File: src/rtl/msg_fifo_arbiter_if.sv
// Handshake and FIFO-write bundle between the on-frame detectors, the
// message arbiter and the CPU message FIFO.
//   req        : level request, one bit per requester
//   req_data   : flattened messages, requester r word w at [(r*MSG_WORDS+w)*32 +: 32]
//   grant      : one-hot grant, high for the whole burst
//   ack        : one-cycle pulse with the last word of a burst
//   busy       : burst in progress
//   fifo_data  : word written to the FIFO
//   fifo_wr    : FIFO write strobe
//   fifo_usedw : FIFO fill level
//   fifo_flush : FIFO synchronous clear pulse
// The master modport is the arbiter side; slave is the requester/FIFO side.
interface msg_fifo_arbiter_if #(
  parameter int NUM_REQ   = 4,
  parameter int MSG_WORDS = 3,
  parameter int USEDW_W   = 8
);
  logic [NUM_REQ-1:0]              req;
  logic [NUM_REQ*MSG_WORDS*32-1:0] req_data;
  logic [NUM_REQ-1:0]              grant;
  logic [NUM_REQ-1:0]              ack;
  logic                            busy;
  logic [31:0]                     fifo_data;
  logic                            fifo_wr;
  logic [USEDW_W-1:0]              fifo_usedw;
  logic                            fifo_flush;

  modport master (
    input  req, req_data, fifo_usedw, fifo_flush,
    output grant, ack, busy, fifo_data, fifo_wr
  );

  modport slave (
    output req, req_data, fifo_usedw, fifo_flush,
    input  grant, ack, busy, fifo_data, fifo_wr
  );
endinterface

File: src/rtl/msg_fifo_arbiter.sv
// Round-robin arbiter sharing one CPU message FIFO between several detectors.
// Each granted requester has its fixed-length message written as one
// uninterrupted burst, and a burst only starts when the FIFO can take the
// whole message.
// Ports:
//   clk         : pipeline clock
//   reset_n     : asynchronous active-low reset
//   enable      : gates new grants; a running burst always completes
//   bus         : request / grant / FIFO-write bundle (master side)
//   blocked_cnt : saturating count of arbitration cycles lost to a full FIFO
// All outputs are registered.
module msg_fifo_arbiter #(
  parameter int NUM_REQ    = 4,
  parameter int MSG_WORDS  = 3,
  parameter int FIFO_DEPTH = 256,
  parameter int USEDW_W    = 8
) (
  input  logic                 clk,
  input  logic                 reset_n,
  input  logic                 enable,
  msg_fifo_arbiter_if.master   bus,
  output logic [15:0]          blocked_cnt
);

  localparam int IDX_W  = $clog2(NUM_REQ);
  localparam int WIDX_W = (MSG_WORDS > 1) ? $clog2(MSG_WORDS) : 1;
  localparam logic [WIDX_W-1:0] LAST_WORD = WIDX_W'(MSG_WORDS - 1);

  typedef enum logic {IDLE, WRITE} state_t;

  state_t              state_q, state_d;
  logic [NUM_REQ-1:0]  grant_q, grant_d;
  logic [NUM_REQ-1:0]  ack_q, ack_d;
  logic                busy_q, busy_d;
  logic                wr_q, wr_d;
  logic [31:0]         data_q, data_d;
  logic [15:0]         blk_q, blk_d;
  logic [IDX_W-1:0]    last_q, last_d;
  logic [IDX_W-1:0]    prev_last_q, prev_last_d;
  logic [WIDX_W-1:0]   idx_q, idx_d;

  logic                room;
  logic                any_req;
  logic [IDX_W-1:0]    sel;
  logic                found;
  logic [IDX_W:0]      cand;
  logic [WIDX_W-1:0]   nxt_idx;

  function automatic logic [31:0] msg_word(
    input logic [IDX_W-1:0]              r,
    input logic [WIDX_W-1:0]             w,
    input logic [NUM_REQ*MSG_WORDS*32-1:0] d
  );
    return d[(int'(r) * MSG_WORDS + int'(w)) * 32 +: 32];
  endfunction

  function automatic logic [15:0] sat_inc16(input logic [15:0] v);
    return (v == 16'hFFFF) ? v : v + 16'd1;
  endfunction

  // Room only when a complete message fits; partial messages are never started.
  assign room    = (int'(bus.fifo_usedw) < FIFO_DEPTH - MSG_WORDS);
  assign any_req = |bus.req;
  assign nxt_idx = idx_q + 1'b1;

  // Round-robin search starting just after the last granted requester.
  always_comb begin
    sel   = '0;
    found = 1'b0;
    cand  = '0;
    for (int i = 1; i <= NUM_REQ; i++) begin
      cand = {1'b0, last_q} + (IDX_W+1)'(i);
      if (cand >= (IDX_W+1)'(NUM_REQ)) cand = cand - (IDX_W+1)'(NUM_REQ);
      if (!found && bus.req[cand[IDX_W-1:0]]) begin
        found = 1'b1;
        sel   = cand[IDX_W-1:0];
      end
    end
  end

  always_comb begin
    state_d     = state_q;
    grant_d     = grant_q;
    ack_d       = '0;
    busy_d      = busy_q;
    wr_d        = wr_q;
    data_d      = data_q;
    blk_d       = blk_q;
    last_d      = last_q;
    prev_last_d = prev_last_q;
    idx_d       = idx_q;

    case (state_q)
      IDLE: begin
        if (enable && any_req) begin
          if (!room) begin
            blk_d = sat_inc16(blk_q);
          end else if (!bus.fifo_flush) begin
            state_d     = WRITE;
            grant_d     = NUM_REQ'(1) << sel;
            busy_d      = 1'b1;
            wr_d        = 1'b1;
            data_d      = msg_word(sel, '0, bus.req_data);
            prev_last_d = last_q;
            last_d      = sel;
            idx_d       = '0;
            if (MSG_WORDS == 1) ack_d = NUM_REQ'(1) << sel;
          end
        end
      end

      WRITE: begin
        if (bus.fifo_flush || idx_q == LAST_WORD) begin
          // Burst ends; an aborted burst hands the turn back so the same
          // requester's whole message is reissued.
          state_d = IDLE;
          grant_d = '0;
          busy_d  = 1'b0;
          wr_d    = 1'b0;
          data_d  = '0;
          idx_d   = '0;
          if (bus.fifo_flush) last_d = prev_last_q;
        end else begin
          idx_d  = nxt_idx;
          data_d = msg_word(last_q, nxt_idx, bus.req_data);
          if (nxt_idx == LAST_WORD) ack_d = grant_q;
        end
      end

      default: state_d = IDLE;
    endcase
  end

  // Registered outputs / arbitration state
  always_ff @(posedge clk or negedge reset_n) begin
    if (!reset_n) begin
      state_q     <= IDLE;
      grant_q     <= '0;
      ack_q       <= '0;
      busy_q      <= 1'b0;
      wr_q        <= 1'b0;
      data_q      <= '0;
      blk_q       <= '0;
      last_q      <= IDX_W'(NUM_REQ - 1);
      prev_last_q <= IDX_W'(NUM_REQ - 1);
      idx_q       <= '0;
    end else begin
      state_q     <= state_d;
      grant_q     <= grant_d;
      ack_q       <= ack_d;
      busy_q      <= busy_d;
      wr_q        <= wr_d;
      data_q      <= data_d;
      blk_q       <= blk_d;
      last_q      <= last_d;
      prev_last_q <= prev_last_d;
      idx_q       <= idx_d;
    end
  end

  assign bus.grant     = grant_q;
  assign bus.ack       = ack_q;
  assign bus.busy      = busy_q;
  assign bus.fifo_wr   = wr_q;
  assign bus.fifo_data = data_q;
  assign blocked_cnt   = blk_q;

endmodule

File: src/flat_wrapper.sv
// flat-port wrapper written by rule: the top's interface ports become plain ports
module msg_fifo_arbiter_flat 
#(
  parameter int NUM_REQ    = 4,
  parameter int MSG_WORDS  = 3,
  parameter int FIFO_DEPTH = 256,
  parameter int USEDW_W    = 8
)
  (clk, reset_n, enable, blocked_cnt, bus_req, bus_req_data, bus_fifo_usedw, bus_fifo_flush, bus_grant, bus_ack, bus_busy, bus_fifo_data, bus_fifo_wr);
  msg_fifo_arbiter_if #(.NUM_REQ(NUM_REQ), .MSG_WORDS(MSG_WORDS), .USEDW_W(USEDW_W)) bus_i ();
  input  logic clk;
  input  logic reset_n;
  input  logic enable;
  output logic [15:0] blocked_cnt;
  input wire logic [$bits(bus_i.req)-1:0] bus_req;
  input wire logic [$bits(bus_i.req_data)-1:0] bus_req_data;
  input wire logic [$bits(bus_i.fifo_usedw)-1:0] bus_fifo_usedw;
  input wire logic [$bits(bus_i.fifo_flush)-1:0] bus_fifo_flush;
  output wire logic [$bits(bus_i.grant)-1:0] bus_grant;
  output wire logic [$bits(bus_i.ack)-1:0] bus_ack;
  output wire logic [$bits(bus_i.busy)-1:0] bus_busy;
  output wire logic [$bits(bus_i.fifo_data)-1:0] bus_fifo_data;
  output wire logic [$bits(bus_i.fifo_wr)-1:0] bus_fifo_wr;
  assign bus_i.req = bus_req;
  assign bus_i.req_data = bus_req_data;
  assign bus_i.fifo_usedw = bus_fifo_usedw;
  assign bus_i.fifo_flush = bus_fifo_flush;
  assign bus_grant = bus_i.grant;
  assign bus_ack = bus_i.ack;
  assign bus_busy = bus_i.busy;
  assign bus_fifo_data = bus_i.fifo_data;
  assign bus_fifo_wr = bus_i.fifo_wr;
  msg_fifo_arbiter #(.NUM_REQ(NUM_REQ), .MSG_WORDS(MSG_WORDS), .FIFO_DEPTH(FIFO_DEPTH), .USEDW_W(USEDW_W)) u_core (.clk(clk), .reset_n(reset_n), .enable(enable), .bus(bus_i), .blocked_cnt(blocked_cnt));
endmodule
File: config.mk
export PLATFORM = sky130hd
export DESIGN_NAME = msg_fifo_arbiter_flat
export DESIGN_NICKNAME = d
export VERILOG_FILES = /design/src/rtl/msg_fifo_arbiter_if.sv /design/src/rtl/msg_fifo_arbiter.sv /design/src/flat_wrapper.sv
export SDC_FILE = /design/constraint.sdc
export NUM_CORES = 1
export LEC_CHECK = 0
export ABC_CLOCK_PERIOD_IN_PS = 7900
export BUFFER_PORTS_ARGS = -buffer_cell sky130_fd_sc_hd__buf_2
export CAP_MARGIN = 20
export CORE_AREA = 8 8 171 173
export CTS_CLUSTER_DIAMETER = 100
export DETAILED_ROUTE_END_ITERATION = 10
export DIE_AREA = 0 0 179 181
export GPL_TIMING_DRIVEN = 0
export MAX_ROUTING_LAYER = met4
export SYNTH_ARGS = -nofsm -noshare
export SYNTH_HDL_FRONTEND = slang
export SYNTH_SLANG_ARGS = --single-unit
File: constraint.sdc
create_clock -name clk -period 7.9 [get_ports clk]
set_clock_uncertainty 0.2 [all_clocks]
set_input_delay 0.79 -clock clk [delete_from_list [all_inputs] [get_ports clk]]
set_output_delay 0.79 -clock clk [all_outputs]
set_load 0.005 [all_outputs]
==> impl_metrics.yaml <==
sta:
  worstMarginPinSlew_ns: 0.9977
  tns_ns: 0
  rsz0062_at_grt: "no"
  setup_viol: 0
  fin_hold_ws_ns: 0.03409
  max_freq_ghz: 0.1602
  hold_viol: 0
  maxSlewViolCount: 0
  post-route-period-util_pct: 79.02
  relSlewSlack_pct: 33.49
  fin_crit_ns: 6.243
cells_and_area:
  final_net_count: 1899
  design_area_um2: 12290
  final_cell_mix: "buf_2, mux4_2, nand2_1, clkbuf_1, o21ai_0"
  drive_above_1_share_pct: 44.45
  area_growth_pct: 34.25
  fillers: 2696
  mostFrequentLayoutCell: "buf_2"
  final_core_util_pct: 46.39
  multi_input_area_um2: 6818
  seqCellArea_um2: 1607
critical_path:
  worstPathArrival_ns: 6.26
  start_kind: "register"
  rr_startpoint: "u_core.last_q[0]"
  regToRegSetupSlack_ns: 1.66
  cp_max_fo: 10
  path_class: "register to register"
  crit_top_cell: "clkbuf_1"
  cpPeakStageDelay_ns: 0.74
  path_delay_family: "buffers and inverters"
  r2r_end: "u_core.bus.fifo_data[24]"
  crit_start: "u_core.last_q[0]"
  crit_chain: "buf_2 > inv_1 > clkbuf_1 > buf_1 > ha_1 > clkbuf_1 > inv_1 > fa_1 > clkbuf_1 > clkbuf_1 > clkbuf_1 > mux4_2 > nand3_1 > a21oi_1 > o21ai_0 > o2111ai_2"
  r2r_cells: 16
  critical_path.slowest_cell: "clkbuf_1"
  critPathRequiredTime_ns: 7.91
  endpoint_kind: "register"
  path_buf_inv: 9
run:
  cap_violations: 0
clock_tree:
  cts_resized: 0
  post_cts_buffers: 0
  htreeDepth: 3
  root_buffer: "clkbuf_16"
  cts_sinks: 64
  clk_latency_ns: 0.34
  cts_tree: "built"
  cts_hold_buf: 0
  clkTransAtPathRegs_ns: 0.07
  cts_buffers: 9
  cts_buffer_depth: 2
floorplanning:
  core_area_um2: 26500
  num_rows: 60
  die_y_um: 181
  die_width_um: 179
  ioPinCount: 458
  start_util_pct: 34.56
  die_area_um2: 32400
global_route:
  grt_antenna_before_repair: 5
  grt_max_degree: 63
  grt_pass1_vias: 12066
  grt_use_total_pct: 30.04
  grt_pass1_wl_um: 72770
  overflow: 0
route:
  route.detailed.drc: 0
  drtAntennaViolNets: 0
  finalWirelength_um: 49650
  drtPass1Iterations: 5
  vias: 11676
  first_iter_violations: 1079
  routedWlPerCell_um: 26.95
  vias_per_cell: 6.339
synthesis:
  ys_warn_count: 0
  synthAdderAreaFrac_pct: 1.175
  netlist_instances: 1018
  synth_compound_area_share_pct: 33.15
  yosysUniqueCellTypes: 56
  synth_edf_count: 0
  syn_area_um2: 9158
  ys_ff_latch: 64
  synth_top_family_by_area: "compound AO/OA/AOI/OAI gates"
  synthFlopType: "dfrtp_1"
  muxShareOfSynthArea_pct: 26.18
  syn-num-nets: 1426
  synthXorXnorAreaFrac_pct: 1.530
  avgSynthCellArea_um2: 8.996
  synth-simple-area-share_pct: 12.42
  async_flop_share_pct: 100.0
  synth.yosys.seq_area_share_pct: 17.54
min_path:
  hp-class: "input port to async pin"
power:
  p_leak_nw: 5.438
  ir_drop_mv: 0.3118
  power_density_nw_per_um2: 560.7
place:
  dpl.hpwl_um: 38850
  gp_congestion: 0.9043
  postPlaceCellArea_um2: 11920
  portBuffers: 457
outcome:
  status: "completed"
[synth_stat cells, drive strengths merged (34+ instances only)]
cell type  instances  area [um^2]
a21oi             67        339.1
and3              35        219.0
buf               52        267.8
clkbuf            76        285.3
dfrtp             60         1501
inv               48        180.2
mux4             100         2252
nand2             79        296.5
nand3             35        175.2
nor3              38        190.2
o2111ai           63        733.2
o21ai             74        381.6
o22ai             34        212.7
[flip-flops by register name, summed over array words and instances, names as in the netlist]
name and flops:
u_core.prev_last_q 2, u_core.bus.fifo_data 32, u_core.state_q 1, u_core.bus.grant 4
u_core.bus.busy 1, u_core.bus.ack 4, u_core.idx_q 2, u_core.blocked_cnt 16
u_core.last_q 2
[per-stage QoR]
stage,cells,setup WS [ns],power (mW)
floorplan,1018,3.448,4.519
global placement,1816,1.767,6.220
detailed placement,1818,1.739,6.299
CTS,1834,1.714,6.790
global route,1842,1.317,7.318
finish,1842,1.657,6.894
[layout make-up]
cell class,count,area share [%]
clock inverter,7,0.8549
timing repair buffer,462,19.26
tap,341,3.470
buffer,128,4.498
sequential,64,13.07
clock buffer,9,1.832
antenna,5,0.1018
inverter,48,1.466
multi-input combinational,778,55.45
[metal layers]
| layer | vias to the layer above | GRT usage (%) | share of wire (%) |
|---|---|---|---|
| li1 | 5071 | - | - |
| met1 | 5821 | 37.75 | 40 |
| met2 | 712 | 48.44 | 49 |
| met3 | 72 | 5.713 | 8.7 |
| met4 | 0 | 8.402 | 2.4 |
| met5 | - | - | 0 |
[how the worst max path moves through the flow]
stage,end,slack (ns),cells past startpoint
floorplan,u_core.bus.fifo_data[10],3.45,15
global placement,u_core.bus.fifo_data[24],1.77,16
detailed placement,u_core.bus.fifo_data[9],1.74,16
CTS,u_core.bus.fifo_data[9],1.71,15
global route,u_core.bus.fifo_data[8],1.32,16
finish,u_core.bus.fifo_data[24],1.66,16
[logic make-up after synthesis]
logic type               count (synthesis)
adder cells (fa/ha/maj)                  8
XOR/XNOR                                16
buffers and inverters                  176
multiplexers                           114
AO/OA/AOI/OAI                          411
flip-flops                              64
AND/OR/NAND/NOR                        229
[power breakdown]
group / switching (mW) / internal (mW) / total [mW]
registers: 0.0578 / 0.429 / 0.487
clock network: 0.193 / 0.281 / 0.474
logic: 3.47 / 2.46 / 5.93
Power figures use the tool's default switching activity.
